<file path="src/rtl/tracking_loop_ram_ctrl.sv">
// Tracking-loop state RAM sequencer.
// Port A runs a per-channel read-modify-write for the loop update logic,
// port B serves host/debug accesses. Host accesses to the channel under
// update are stalled, so the RAM never sees a mixed-port read-during-write.
module tracking_loop_ram_ctrl #(
    parameter int DEPTH      = 12,
    parameter int ADDR_WIDTH = 4,
    parameter int DATA_WIDTH = 64
) (
    input  logic                  clock,
    input  logic                  reset_n,
    // tracking-loop request / result
    input  logic                  req_valid,
    input  logic [ADDR_WIDTH-1:0] req_chan,
    output logic                  req_ready,
    output logic                  req_err,
    output logic                  state_valid,
    output logic [DATA_WIDTH-1:0] state_data,
    input  logic                  upd_valid,
    input  logic                  upd_discard,
    input  logic [DATA_WIDTH-1:0] upd_data,
    output logic                  done,
    output logic                  busy,
    output logic [15:0]           update_count,
    // host / debug access
    input  logic                  host_req,
    input  logic                  host_wr,
    input  logic [ADDR_WIDTH-1:0] host_addr,
    input  logic [DATA_WIDTH-1:0] host_wdata,
    output logic                  host_ack,
    output logic                  host_rvalid,
    output logic [DATA_WIDTH-1:0] host_rdata,
    // dual-port RAM (registered address and output, 2-cycle read latency)
    output logic [ADDR_WIDTH-1:0] ram_address_a,
    output logic [ADDR_WIDTH-1:0] ram_address_b,
    output logic [DATA_WIDTH-1:0] ram_data_a,
    output logic [DATA_WIDTH-1:0] ram_data_b,
    output logic                  ram_wren_a,
    output logic                  ram_wren_b,
    input  logic [DATA_WIDTH-1:0] ram_q_a,
    input  logic [DATA_WIDTH-1:0] ram_q_b
);

    typedef enum logic [2:0] {
        S_IDLE,
        S_READ,
        S_WAIT,
        S_CAPTURE,
        S_UPDATE,
        S_WRITE
    } state_t;

    // One extra bit so DEPTH == 2^ADDR_WIDTH is representable.
    localparam logic [ADDR_WIDTH:0] C_DEPTH = (ADDR_WIDTH + 1)'(DEPTH);

    state_t                r_state;
    state_t                w_next_state;
    logic [ADDR_WIDTH-1:0] r_locked_chan;
    logic [DATA_WIDTH-1:0] r_upd_data;
    logic [DATA_WIDTH-1:0] r_state_data;
    logic                  r_first_upd;
    logic [15:0]           r_update_count;
    logic [1:0]            r_rd_pipe;
    logic [1:0]            r_oor_pipe;

    logic                  w_req_in_range;
    logic                  w_host_in_range;
    logic                  w_accept;
    logic                  w_lock_active;
    logic [ADDR_WIDTH-1:0] w_lock_addr;
    logic                  w_latch_upd;

    assign w_req_in_range  = ({1'b0, req_chan} < C_DEPTH);
    assign w_host_in_range = ({1'b0, host_addr} < C_DEPTH);
    assign w_accept        = (r_state == S_IDLE) && req_valid && w_req_in_range;

    // The lock already covers req_chan in the accept cycle, so a host access
    // to the same channel in that cycle loses to the tracking request.
    assign w_lock_active = w_accept || (r_state != S_IDLE);
    assign w_lock_addr   = w_accept ? req_chan : r_locked_chan;

    assign host_ack   = host_req && !(w_lock_active && (host_addr == w_lock_addr));
    assign ram_address_b = host_ack ? host_addr  : '0;
    assign ram_data_b    = host_ack ? host_wdata : '0;
    // Out-of-range host writes are acked but never reach the RAM.
    assign ram_wren_b    = host_ack && host_wr && w_host_in_range;

    assign ram_address_a = r_locked_chan;
    assign ram_data_a    = r_upd_data;
    assign busy          = (r_state != S_IDLE);
    assign state_data    = r_state_data;
    assign update_count  = r_update_count;
    assign host_rvalid   = r_rd_pipe[1];
    assign host_rdata    = (r_rd_pipe[1] && !r_oor_pipe[1]) ? ram_q_b : '0;

    // FSM state register.
    // NOTE: sequential state uses non-blocking (<=) so every flop samples pre-edge values.
    always_ff @(posedge clock or negedge reset_n) begin
        if (!reset_n) begin
            r_state <= S_IDLE;
        end else begin
            r_state <= w_next_state;
        end
    end

    // Next-state and per-state control strobes.
    always_comb begin
        // NOTE: every output gets a default first so no path infers a latch.
        w_next_state = r_state;
        req_ready    = 1'b0;
        req_err      = 1'b0;
        state_valid  = 1'b0;
        done         = 1'b0;
        ram_wren_a   = 1'b0;
        w_latch_upd  = 1'b0;
        case (r_state)
            S_IDLE: begin
                req_ready = 1'b1;
                if (req_valid) begin
                    if (w_req_in_range) begin
                        w_next_state = S_READ;
                    end else begin
                        req_err = 1'b1;
                    end
                end
            end
            S_READ:    w_next_state = S_WAIT;
            S_WAIT:    w_next_state = S_CAPTURE;
            S_CAPTURE: w_next_state = S_UPDATE;
            S_UPDATE: begin
                state_valid = r_first_upd;
                if (upd_valid) begin
                    if (upd_discard) begin
                        done         = 1'b1;
                        w_next_state = S_IDLE;
                    end else begin
                        w_latch_upd  = 1'b1;
                        w_next_state = S_WRITE;
                    end
                end
            end
            S_WRITE: begin
                ram_wren_a   = 1'b1;
                done         = 1'b1;
                w_next_state = S_IDLE;
            end
            default: w_next_state = S_IDLE;
        endcase
    end

    // Channel lock, captured state word, write-back data and completion count.
    always_ff @(posedge clock or negedge reset_n) begin
        if (!reset_n) begin
            r_locked_chan  <= '0;
            r_upd_data     <= '0;
            r_state_data   <= '0;
            r_first_upd    <= 1'b0;
            r_update_count <= '0;
        end else begin
            if (w_accept) begin
                r_locked_chan <= req_chan;
            end
            if (w_latch_upd) begin
                r_upd_data <= upd_data;
            end
            if (r_state == S_CAPTURE) begin
                r_state_data <= ram_q_a;
            end
            // High only during the first UPDATE cycle.
            r_first_upd <= (r_state == S_CAPTURE);
            if (r_state == S_WRITE) begin
                r_update_count <= r_update_count + 16'd1;
            end
        end
    end

    // Host read pipeline, aligned with the RAM's 2-cycle read latency.
    always_ff @(posedge clock or negedge reset_n) begin
        if (!reset_n) begin
            r_rd_pipe  <= '0;
            r_oor_pipe <= '0;
        end else begin
            r_rd_pipe  <= {r_rd_pipe[0], host_ack && !host_wr};
            r_oor_pipe <= {r_oor_pipe[0], !w_host_in_range};
        end
    end

endmodule

</file>
<file path="config.mk">
export PLATFORM = sky130hd
export DESIGN_NAME = tracking_loop_ram_ctrl
export DESIGN_NICKNAME = d
export VERILOG_FILES = /design/src/rtl/tracking_loop_ram_ctrl.sv
export SDC_FILE = /design/constraint.sdc
export NUM_CORES = 1
export LEC_CHECK = 0
export CAP_MARGIN = 10
export CORE_AREA = 2 2 217 219
export DETAILED_ROUTE_END_ITERATION = 8
export DIE_AREA = 0 0 219 221
export PLACE_DENSITY_LB_ADDON = 0.12
export SLEW_MARGIN = 20
export SYNTH_ARGS = -nofsm -noshare
export SYNTH_HDL_FRONTEND = slang
export SYNTH_SLANG_ARGS = --single-unit
</file>
<file path="constraint.sdc">
create_clock -name clock -period 4.2 [get_ports clock]
set_clock_uncertainty 0.15 [all_clocks]
set_input_delay 1.05 -clock clock [delete_from_list [all_inputs] [get_ports clock]]
set_output_delay 1.05 -clock clock [all_outputs]
set_load 0.02 [all_outputs]
</file>
# After elaboration in Yosys (flattened, before gate mapping)

Cells that the tools add are included.

Register bits after elaboration: 156
Bits of input ports: 271
Output and inout port bits: 289
Word-level logic and storage cells: 57

$add $sub $neg: 1
Magnitude comparators: 2
Eq/ne operators: 9
Muxes and demuxes: 21
Reductions and logical operators: 16

Operators with widths:

| cell                                              | count |
|---|---|
| two-way mux 64 bit                                | 2 |
| adder 16 x 1 -> 16 bit, second input constant     | 1 |
| one-hot mux 3 bit (5 select lines)                | 1 |
| two-way mux 3 bit                                 | 4 |
| two-way mux 1 bit                                 | 11 |
| logical AND 1 bit                                 | 8 |
| less-than comparator 4 bit, second input constant | 2 |
| two-way mux 4 bit                                 | 2 |
| == test 3 x 2 -> 1 bit, second input constant     | 2 |
| == test 3 bit, second input constant              | 2 |
| inequality test 2 bit, second input constant      | 3 |
| == test 4 bit                                     | 1 |
| zero test 1 bit                                   | 4 |
| == test 3 x 1 -> 1 bit, second input constant     | 1 |
| zero test 3 bit                                   | 1 |
| AND reduction 3 bit                               | 1 |
| nonzero test 3 bit                                | 1 |
| one-hot mux 1 bit (2 select lines)                | 1 |
| logical OR 1 bit                                  | 1 |

# Logic depth before layout (Yosys ltp)

Gate-level depths: netlist (run 1).

Depth after elaboration: 10
Gate-level depth with buffers: 8
Depth with buffers taken out: 5

# Least setup slack after synthesis (run 1)

Ideal clock, no wire load.

Kind: input to output
From: input port req_valid
To: output port ram_data_b[10]
Arrival time: 2.641 ns
Required time: 3.000 ns
Setup slack: 0.359 ns
Stages: 7
Path buffers: 2
Cell sequence: or4b_1 clkbuf_1 nor4b_2 nor4_1 a221oi_2 buf_2 a21oi_1

Longest elaborated chain between the ends: 8
Elaborated cells on any way between the ends: 9
Classes of those cells: eq/ne: 1; mux: 2; reduce/logical: 6

RTL lines:

| item                               | line | source |
|---|---|---|
| start, declared                    | 13   | `input logic req_valid,` |
| logical AND 1 bit (*) (2 in a row) | 75   | `assign w_accept = (r_state == S_IDLE) && req_valid && w_req_in_range;` |
| two-way mux 4 bit                  | n/a  |  |
| == test 4 bit                      | 82   | `assign host_ack = host_req && !(w_lock_active && (host_addr == w_lock_addr));` |
| logical AND 1 bit (*)              | 82   |  |
| zero test 1 bit (*)                | 82   |  |
| logical AND 1 bit (*)              | 82   |  |
| two-way mux 64 bit (*)             | 84   | `assign ram_data_b = host_ack ? host_wdata : '0;` |
| end, declared                      | 37   | `output logic [DATA_WIDTH-1:0] ram_data_b,` |

Mark *: on every way between the ends. The rest lies on a longest branch, timed or not.

# Final worst setup path (run 1)

From: input port req_valid
To: output port ram_data_b[8]

The elaborated chain is that of the path after synthesis.

==> results of run 1 <==
==> routing by layer <==
metal	part of all wire, %	up-vias	track usage [%]
li1	-	3631	-
met1	42	3543	18.4
met2	48	260	23.7
met3	8.6	29	5.48
met4	1.2	6	3.38
met5	0.12	-	0
==> worst max-delay path: cells and delay by family <==
| kind | cells | cell delay (ps) |
|---|---|---|
| and+or+nand+nor | 3 | 930 |
| buffers and inverters | 6 | 700 |
| AOI/OAI and AO/OA | 2 | 280 |
==> per-stage QoR <==
| stage | setup TNS, ps | power [mW] |
|---|---|---|
| 4_1_cts | -298 | 9.00 |
| 3_5_place_dp | -49990 | 7.03 |
| 2_1_floorplan | 0 | 4.61 |
| 3_3_place_gp | -50290 | 7.02 |
| 6_report | 0 | 9.29 |
| 5_1_grt | -109 | 9.86 |
==> Yosys cell counts (all sizes together) <==
library cell and n:
nand4 4, buf 18, nand3b 2, nand3 8, a21boi 1, ha 1, a311oi 1, clkbuf 36
and3 1, xor2 3, nor4 1, nor3 1, a31oi 2, o21ai 1, nor2b 3, nand2b 1
nor2 9, mux2 67, o22a 2, nor4b 1, and2 66, nor3b 2, o2111ai 1, nand2 271
inv 4, xnor2 15, and4 3, and3b 1, a211oi 1, dfrtp 156, a21oi 71, or4b 1
a221oi 1, o211ai 1
==> cell families (layout without fill, tap and decap cells) <==
logic type | count (synthesis) | after routing | share of synthesized area (%)
and+or+nand+nor | 375 | 375 | 23.2
DFF | 156 | 156 | 54.4
AOI/OAI and AO/OA | 82 | 82 | 6.21
muxes | 67 | 67 | 10.5
buffers and inverters | 58 | 653 | 3.28
xor gates and xnor gates | 18 | 19 | 2.20
adders and majority gates | 1 | 1 | 0.174
other | 0 | 4 | 0
==> area by class of cell <==
type / count / area share (%)
Inverter: 4 / 0.102
Multi-Input combinational cell: 544 / 22.3
Tap cell: 607 / 5.16
Timing Repair Buffer: 617 / 41.6
Clock inverter: 13 / 1.23
Sequential cell: 156 / 26.5
Antenna cell: 4 / 0.0680
Clock buffer: 19 / 3.08
==> flip-flops by register name (all words and copies together), names as in the netlist <==
signal,count
r_rd_pipe,2
update_count,16
r_first_upd,1
ram_address_a,4
r_state,3
state_data,64
r_oor_pipe,2
ram_data_a,64
==> timing repair <==
item,CTS,global route
pin swaps,6,6
buffers inserted,14,3
resized for setup,334,62
setup endpoints to repair,71,70
gates cloned,5,10
==> power breakdown <==
part | internal [mW] | leakage (nW) | switching, mW
Sequential | 2.15 | 1.96 | 0.345
Combinational | 2.48 | 4.21 | 2.61
Clock | 0.986 | 0.311 | 0.716
==> worst min path at each step <==
stage                                    to  slack, ps  cells past startpoint               startpoint
floorplan           r_oor_pipe[1]$_DFF_PN0_        180                      0  r_oor_pipe[0]$_DFF_PN0_
global placement     r_rd_pipe[1]$_DFF_PN0_        180                      0   r_rd_pipe[0]$_DFF_PN0_
detailed placement   r_rd_pipe[1]$_DFF_PN0_        180                      0   r_rd_pipe[0]$_DFF_PN0_
CTS                  r_rd_pipe[1]$_DFF_PN0_        200                      0   r_rd_pipe[0]$_DFF_PN0_
global route         r_rd_pipe[1]$_DFF_PN0_        210                      0   r_rd_pipe[0]$_DFF_PN0_
finish               r_rd_pipe[1]$_DFF_PN0_        200                      0   r_rd_pipe[0]$_DFF_PN0_
==> impl_metrics.env, run 1 <==
export IMPL_finalNonFillerCells=1964
export IMPL_die_area_mm2=0.0484
export IMPL_worstPathMaxFanout=7
export IMPL_period_needed_ps=4170
export IMPL_r2r_worst_path_cells=8
export IMPL_clk_insertion_delay_late_ps=430
export IMPL_wirelength_mm=37.3
export IMPL_synth_top_cell_by_area="dfrtp_1"
export IMPL_fin_util_pct=32.0
export IMPL_arrival_ps=2970
export IMPL_initial_core_util_pct=15.6
export IMPL_hold_buffers=0
export IMPL_cellPowerDensity_mw_per_mm2=631
export IMPL_nNetsFinal=1612
export IMPL_fp_dieW_um=219
export IMPL_crit_path_frequent_cell="buf_6"
export IMPL_relSlewSlack_pct=32.8
export IMPL_grt_max_degree=66
export IMPL_drt_initial_drc_count=330
export IMPL_drive_gt1_share_pct=20.2
export IMPL_portBuffers=559
export IMPL_r2r_start="r_state[1]$_DFFE_PN0P_"
export IMPL_syn_nets=1029
export IMPL_hold_viol_final=0
export IMPL_vias_per_cell=3.80
export IMPL_grt_setup_unrepaired="true"
export IMPL_final_common_cell="clkdlybuf4s50_1"
export IMPL_cp_required_ps=3000
export IMPL_regArea_mm2=0.00390
export IMPL_syn_area_mm2=0.00718
export IMPL_tightest_slew_ps=1010
export IMPL_cts_buffers=17
export IMPL_placed_area_mm2=0.0136
export IMPL_io_pins=560
export IMPL_antenna_found_initial=5
export IMPL_area_growth_pct=105
export IMPL_fill_cells=4935
export IMPL_timing_worst_setup_path_type="in -> out"
export IMPL_path_cells="buf_6 -> or4b_4 -> nor4b_4 -> nor4_4 -> a221oi_4 -> buf_6 -> buf_6 -> buf_6 -> buf_12 -> a21oi_2 -> buf_4"
export IMPL_grt_usage_pct=14.7
export IMPL_p_leak_nw=6.49
export IMPL_remaining_drc_errors=0
export IMPL_max_freq_mhz=240
export IMPL_h_tree_depth=4
export IMPL_yosys_warnings=0
export IMPL_core_mm2=0.0461
export IMPL_gr_total_overflow=0
export IMPL_cts_tree="yes"
export IMPL_root_buffer="clkbuf_16"
export IMPL_hp_class="reg -> reg"
export IMPL_critPathLaunch="req_valid"
export IMPL_path_clk_slew_ps=70
export IMPL_synth_seq_cells=156
export IMPL_critPathMaxStageDelay_ps=530
export IMPL_synth_yosys_seq_area_share_pct=54.4
export IMPL_cp_end_kind="output pin"
export IMPL_rows=79
export IMPL_fin_area_mm2=0.0147
export IMPL_cts_sinks=156
export IMPL_synth_area_top_cells="dfrtp_1, nand2_1, mux2_2"
export IMPL_crit_end="ram_data_b[8]"
export IMPL_multi_input_area_mm2=0.00328
export IMPL_syn_avg_cell_area_um2=9.48
export IMPL_layout_common_cells="clkdlybuf4s50_1, nand2_1, dfrtp_1, mux2_2, and2_1"
export IMPL_ant_nets=0
export IMPL_die_h_um=221
export IMPL_maxCapViolCount=0
export IMPL_clock_path_buffers=2
export IMPL_grt_pass1_wl_mm=52.1
export IMPL_dp_slack_ps=-742
export IMPL_gp_congestion=0.944
export IMPL_post_dp_hpwl_mm=27.6
export IMPL_slowest_stage="or4b_4"
export IMPL_drt_pass1_iter_count=4
export IMPL_r2r_setup_slack_ps=1770
export IMPL_dp_cells=1900
export IMPL_synth_cell_types=35
export IMPL_r2r_end="r_rd_pipe[0]$_DFF_PN0_"
export IMPL_fin_crit_sh_pct=99.3
export IMPL_start_kind="primary input"
export IMPL_setup_ws_ps=29.8
export IMPL_vias=7469
export IMPL_slew_violations=0
export IMPL_grt_pass1_vias=7430
export IMPL_wl_per_cell_um=19.0
export IMPL_status="finished, final reports clean"
export IMPL_synth_top_area_share_pct=54.4
export IMPL_ir_drop_mv=0.334
export IMPL_synthCells=757
export IMPL_setup_violations=0
export IMPL_whs_ps=199
Note: power is estimated with default switching activity, not from simulation.
==> inputs of run 2 (changes only) <==
clock period = 4 ns   (was 4.2 ns; I/O delays follow)
==> run 2 against run 1 <==
Against the previous run:
- the run now ends with setup timing left
- non-clock buffer count increased by 8
- global-route usage hardly changed
- final area grew 1.9%
==> impl_metrics.env, run 2 (same netlist as run 1, synthesis figures left out) <==
export IMPL_grt_pass1_wl_mm=52.1
export IMPL_grt_max_degree=72
export IMPL_die_area_mm2=0.0484
export IMPL_p_leak_nw=6.54
export IMPL_violations="setup timing"
export IMPL_dp_slack_ps=-839
export IMPL_post_dp_hpwl_mm=27.6
export IMPL_relSlewSlack_pct=50.2
export IMPL_r2r_end="r_rd_pipe[0]$_DFF_PN0_"
export IMPL_layout_common_cells="clkdlybuf4s50_1, nand2_1, dfrtp_1, mux2_2, buf_4"
export IMPL_area_growth_pct=109
export IMPL_antenna_found_initial=9
export IMPL_grt_setup_unrepaired="true"
export IMPL_timing_worst_setup_path_type="in -> out"
export IMPL_grt_usage_pct=14.6
export IMPL_slew_violations=0
export IMPL_vias=7574
export IMPL_r2r_setup_slack_ps=1470
export IMPL_fp_dieW_um=219
export IMPL_core_mm2=0.0461
export IMPL_worstPathMaxFanout=4
export IMPL_drive_gt1_share_pct=21.6
export IMPL_fin_util_pct=32.6
export IMPL_remaining_drc_errors=0
export IMPL_period_needed_ps=4080
export IMPL_tightest_slew_ps=747
export IMPL_path_clk_slew_ps=70
export IMPL_cp_required_ps=2850
export IMPL_final_common_cell="clkdlybuf4s50_1"
export IMPL_path_cells="clkdlybuf4s50_1 -> nand3b_1 -> o21ai_0 -> o2111ai_2 -> a221oi_4 -> buf_6 -> buf_12 -> buf_16 -> buf_12 -> buf_6 -> a21oi_2 -> buf_4"
export IMPL_clk_insertion_delay_late_ps=440
export IMPL_ir_drop_mv=0.334
export IMPL_maxCapViolCount=0
export IMPL_slowest_stage="clkdlybuf4s50_1"
export IMPL_cts_sinks=156
export IMPL_h_tree_depth=4
export IMPL_start_kind="primary input"
export IMPL_whs_ps=200
export IMPL_drt_initial_drc_count=280
export IMPL_wirelength_mm=36.3
export IMPL_grt_pass1_vias=7682
export IMPL_nNetsFinal=1619
export IMPL_io_pins=560
export IMPL_initial_core_util_pct=15.6
export IMPL_max_freq_mhz=245
export IMPL_hold_viol_final=0
export IMPL_cp_top_family="buffers and inverters"
export IMPL_cp_end_kind="output pin"
export IMPL_root_buffer="clkbuf_16"
export IMPL_gr_total_overflow=0
export IMPL_holdPathStages=0
export IMPL_status="finished with violations"
export IMPL_critPathMaxStageDelay_ps=530
export IMPL_cp_num_buf_inv=7
export IMPL_portBuffers=559
export IMPL_cts_tree="yes"
export IMPL_gp_congestion=0.926
export IMPL_setup_ws_ps=-81.8
export IMPL_die_h_um=221
export IMPL_hold_start="r_rd_pipe[0]$_DFF_PN0_"
export IMPL_rows=79
export IMPL_drt_pass1_iter_count=4
export IMPL_fill_cells=4870
export IMPL_arrival_ps=2930
export IMPL_p_total_mw=9.66
export IMPL_hold_buffers=0
export IMPL_clock_path_buffers=2
export IMPL_hp_class="reg -> reg"
export IMPL_ant_nets=0
export IMPL_r2r_start="r_state[1]$_DFFE_PN0P_"
export IMPL_r2r_worst_path_cells=10
export IMPL_cellPowerDensity_mw_per_mm2=644
export IMPL_setup_violations=49
export IMPL_vias_per_cell=3.84
export IMPL_cts_buffers=17
export IMPL_fin_crit_sh_pct=102
export IMPL_wl_per_cell_um=18.4
export IMPL_holdPathEnd="r_rd_pipe[1]$_DFF_PN0_"
-- run 2: changes by cell type in the layout (fill, tap and decap cells not counted), moves of 2 or more --
cell and change:
a21oi_1 -14, a21oi_2 -6, a21oi_4 +20, buf_12 +2
buf_16 -2, buf_2 -23, buf_4 +10, buf_6 +21
buf_8 +5, clkbuf_16 -4, clkinv_2 +2
-- run 2: final cells by class --
| class | instances | area [µm²] | share of cell area, % |
|---|---|---|---|
| timing repair buffer | 625 | 6270 | 41.8 |
| clock buffer | 18 | 439 | 2.93 |
| antenna | 4 | 10.0 | 0.0667 |
| multi-input combinational | 543 | 3450 | 23.0 |
| inverter | 4 | 15.0 | 0.100 |
| tap | 607 | 759 | 5.06 |
| sequential | 156 | 3900 | 26.0 |
| clock inverter | 14 | 161 | 1.08 |
-- run 2: stage by stage --
stage               std cells  area, µm²  setup TNS (ps)
finish                   1971      15000           -1870
global route             1970      15000           -7120
CTS                      1964      14600           -9860
detailed placement       1900      13600          -56820
global placement         1900      13600          -56400
floorplan                 757       7180               0
-- run 2: what timing repair did --
action	4_1_cts	5_1_grt
pin swaps	6	37
resized for setup	354	136
setup endpoints to repair	71	70
setup buffers	24	12
cloned	8	1
-- run 2: worst max-delay path by stage --
stage                 startpoint  slack [ps]        endpoint  cells past startpoint
floorplan              req_valid         260  ram_data_b[10]                      7
global placement       req_valid        -830  ram_data_b[24]                      9
detailed placement     req_valid        -840  ram_data_b[19]                      9
CTS                    req_valid        -320  ram_data_b[19]                     15
global route           req_valid        -170  ram_data_b[15]                     12
finish              host_addr[3]         -80  ram_data_b[15]                     12
-- run 2: worst reg2reg max path: stages (launching register included) --
cell and delay (ps):
dfrtp_1 400, or4b_4 610, nor3b_2 280, nor4_4 90
a221oi_4 220, buf_4 150, buf_6 100, buf_6 120
buf_16 130, buf_4 110, a21oi_1 50
-- run 2: power breakdown --
group	internal (mW)	leakage, nW	switching, mW	total, mW
Clock	0.952	0.297	0.754	1.71
Combinational	2.59	4.28	2.75	5.35
Sequential	2.26	1.96	0.350	2.61
-- run 2: layer usage --
layer | share of wire (%) | GRT usage (%) | up-vias
met3 | 8.8 | 6.05 | 29
met1 | 41 | 17.8 | 3635
met4 | 1.0 | 2.88 | 8
li1 | - | - | 3647
met2 | 49 | 24.2 | 255
met5 | 0.15 | 0 | -
==> inputs of run 3 (changes only) <==
MAX_ROUTING_LAYER = met4   (was unset)
==> run 3 against run 2 <==
Against the previous run:
- the flow still finishes with violations (setup timing)
- hold slack improved by 2.2 ps
- sequential cell count stayed put
- register-to-register slack got worse by 60 ps
- die area unchanged
- non-clock buffer count is 13 lower
- power fell by 2.0%
- sequential power barely moved
==> impl_metrics.env, run 3 (same netlist as run 1, synthesis figures left out) <==
export IMPL_r2r_setup_slack_ps=1410
export IMPL_period_needed_ps=4030
export IMPL_wirelength_mm=37.5
export IMPL_grt_pass1_wl_mm=52.8
export IMPL_fill_cells=4901
export IMPL_hold_buffers=0
export IMPL_io_pins=560
export IMPL_area_growth_pct=105
export IMPL_cts_buffers=17
export IMPL_holdPathStages=0
export IMPL_tns_ps=-271
export IMPL_worstPathMaxFanout=7
export IMPL_fin_crit_sh_pct=101
export IMPL_start_kind="primary input"
export IMPL_grt_max_degree=66
export IMPL_cp_required_ps=2850
export IMPL_setup_violations=14
export IMPL_dp_cells=1901
export IMPL_vias=7504
export IMPL_drt_initial_drc_count=318
export IMPL_ant_nets=0
export IMPL_antenna_found_initial=12
export IMPL_gr_total_overflow=0
export IMPL_grt_pass1_vias=7620
export IMPL_p_leak_nw=6.43
export IMPL_gp_congestion=0.952
export IMPL_path_clk_slew_ps=70
export IMPL_portBuffers=559
export IMPL_slew_violations=0
export IMPL_hp_class="reg -> reg"
export IMPL_drive_gt1_share_pct=20.3
export IMPL_core_mm2=0.0461
export IMPL_root_buffer="clkbuf_16"
export IMPL_vias_per_cell=3.82
export IMPL_p_total_mw=9.47
export IMPL_rows=79
export IMPL_cts_tree="yes"
export IMPL_max_freq_mhz=248
export IMPL_ir_drop_mv=0.320
export IMPL_fp_dieW_um=219
export IMPL_final_common_cell="clkdlybuf4s50_1"
export IMPL_dp_slack_ps=-811
export IMPL_violations="setup timing"
export IMPL_status="finished with violations"
export IMPL_post_dp_hpwl_mm=28.1
export IMPL_clock_path_buffers=2
export IMPL_maxCapViolCount=0
export IMPL_initial_core_util_pct=15.6
export IMPL_wl_per_cell_um=19.1
export IMPL_layout_common_cells="clkdlybuf4s50_1, nand2_1, dfrtp_1, mux2_2, and2_1"
export IMPL_hold_viol_final=0
export IMPL_finalNonFillerCells=1966
export IMPL_timing_worst_setup_path_type="in -> out"
export IMPL_tightest_slew_ps=944
export IMPL_drt_pass1_iter_count=4
export IMPL_cp_end_kind="output pin"
export IMPL_h_tree_depth=4
export IMPL_arrival_ps=2880
export IMPL_clk_insertion_delay_late_ps=440
export IMPL_grt_setup_unrepaired="true"
export IMPL_grt_usage_pct=15.4
export IMPL_remaining_drc_errors=0
export IMPL_die_area_mm2=0.0484
export IMPL_nNetsFinal=1606
export IMPL_cellPowerDensity_mw_per_mm2=645
export IMPL_cts_sinks=156
export IMPL_r2r_worst_path_cells=9
export IMPL_die_h_um=221
export IMPL_relSlewSlack_pct=37.1
export IMPL_setup_ws_ps=-30.4
==> run 3: cell types whose count changed in the layout (fill, tap and decap cells not counted), sizes merged <==
cell | previous run | this run
dlymetal6s2s | 1 | 2
dlygate4sd2 | 3 | 4
bufinv | 2 | 0
clkinv | 6 | 2
clkdlybuf4s50 | 481 | 479
buf | 139 | 123
diode | 4 | 12
clkinvlp | 1 | 5
clkbuf | 19 | 25
inv | 9 | 8
==> run 3: path summary, 6_finish.rpt <==
check                                       start                          to
hold / removal             r_rd_pipe[0]$_DFF_PN0_      r_rd_pipe[1]$_DFF_PN0_
hold reg to reg            r_rd_pipe[0]$_DFF_PN0_      r_rd_pipe[1]$_DFF_PN0_
setup / recovery                        req_valid              ram_data_b[63]
setup reg to reg           r_state[1]$_DFFE_PN0P_      r_rd_pipe[0]$_DFF_PN0_
min in group asynchronous                 reset_n  ram_data_a[49]$_DFFE_PN0P_
max in group asynchronous                 reset_n  state_data[26]$_DFFE_PN0P_
==> run 3: layer usage <==
metal,vias up,wire (µm),track usage [%]
met3,32,2770,5.62
li1,3633,-,-
met5,-,0,-
met1,3574,16400,18.6
met4,0,616,3.95
met2,265,17800,24.4
==> run 3: layout make-up <==
cell class	instances	area (µm²)	share of cell area (%)
diodes	12	30.0	0.205
multi-input cells	543	3300	22.5
repair buffers	612	6120	41.7
well taps	607	759	5.17
inverters	4	15.0	0.102
flip-flops and latches	156	3900	26.6
clock buffers	21	470	3.20
clock inverters	11	85.1	0.580
==> run 3: what timing repair did <==
item                                    in CTS  in global routing
setup buffers                               11                  1
gates cloned                                 7                  5
pin swaps                                   14                 15
endpoints found under the hold margin        0                  0
gates resized for setup                    374                 44
endpoints found under the setup margin      71                 70
==> run 3: power breakdown <==
part	leakage (nW)	internal, mW	switching [mW]
logic	4.21	2.56	2.71
clock network	0.261	0.852	0.729
registers	1.96	2.26	0.363
total	6.43	5.67	3.80
==> run 3: critical path: stages <==
cell and delay (ps):
buf_6 70, or4b_4 510, nor4b_4 300, nor4_4 70, a221oi_4 220, buf_6 150, buf_12 100, buf_12 110
buf_16 140, a21oi_2 60, buf_4 150
==> run 3: stage by stage <==
stage	cell area, µm²	utilization, %	hold slack (ps)
6_report	14700	31.9	202
5_1_grt	14700	31.9	208
4_1_cts	14400	31.3	206
3_5_place_dp	13600	29.6	189
3_3_place_gp	13600	29.6	185
2_1_floorplan	7180	-	181
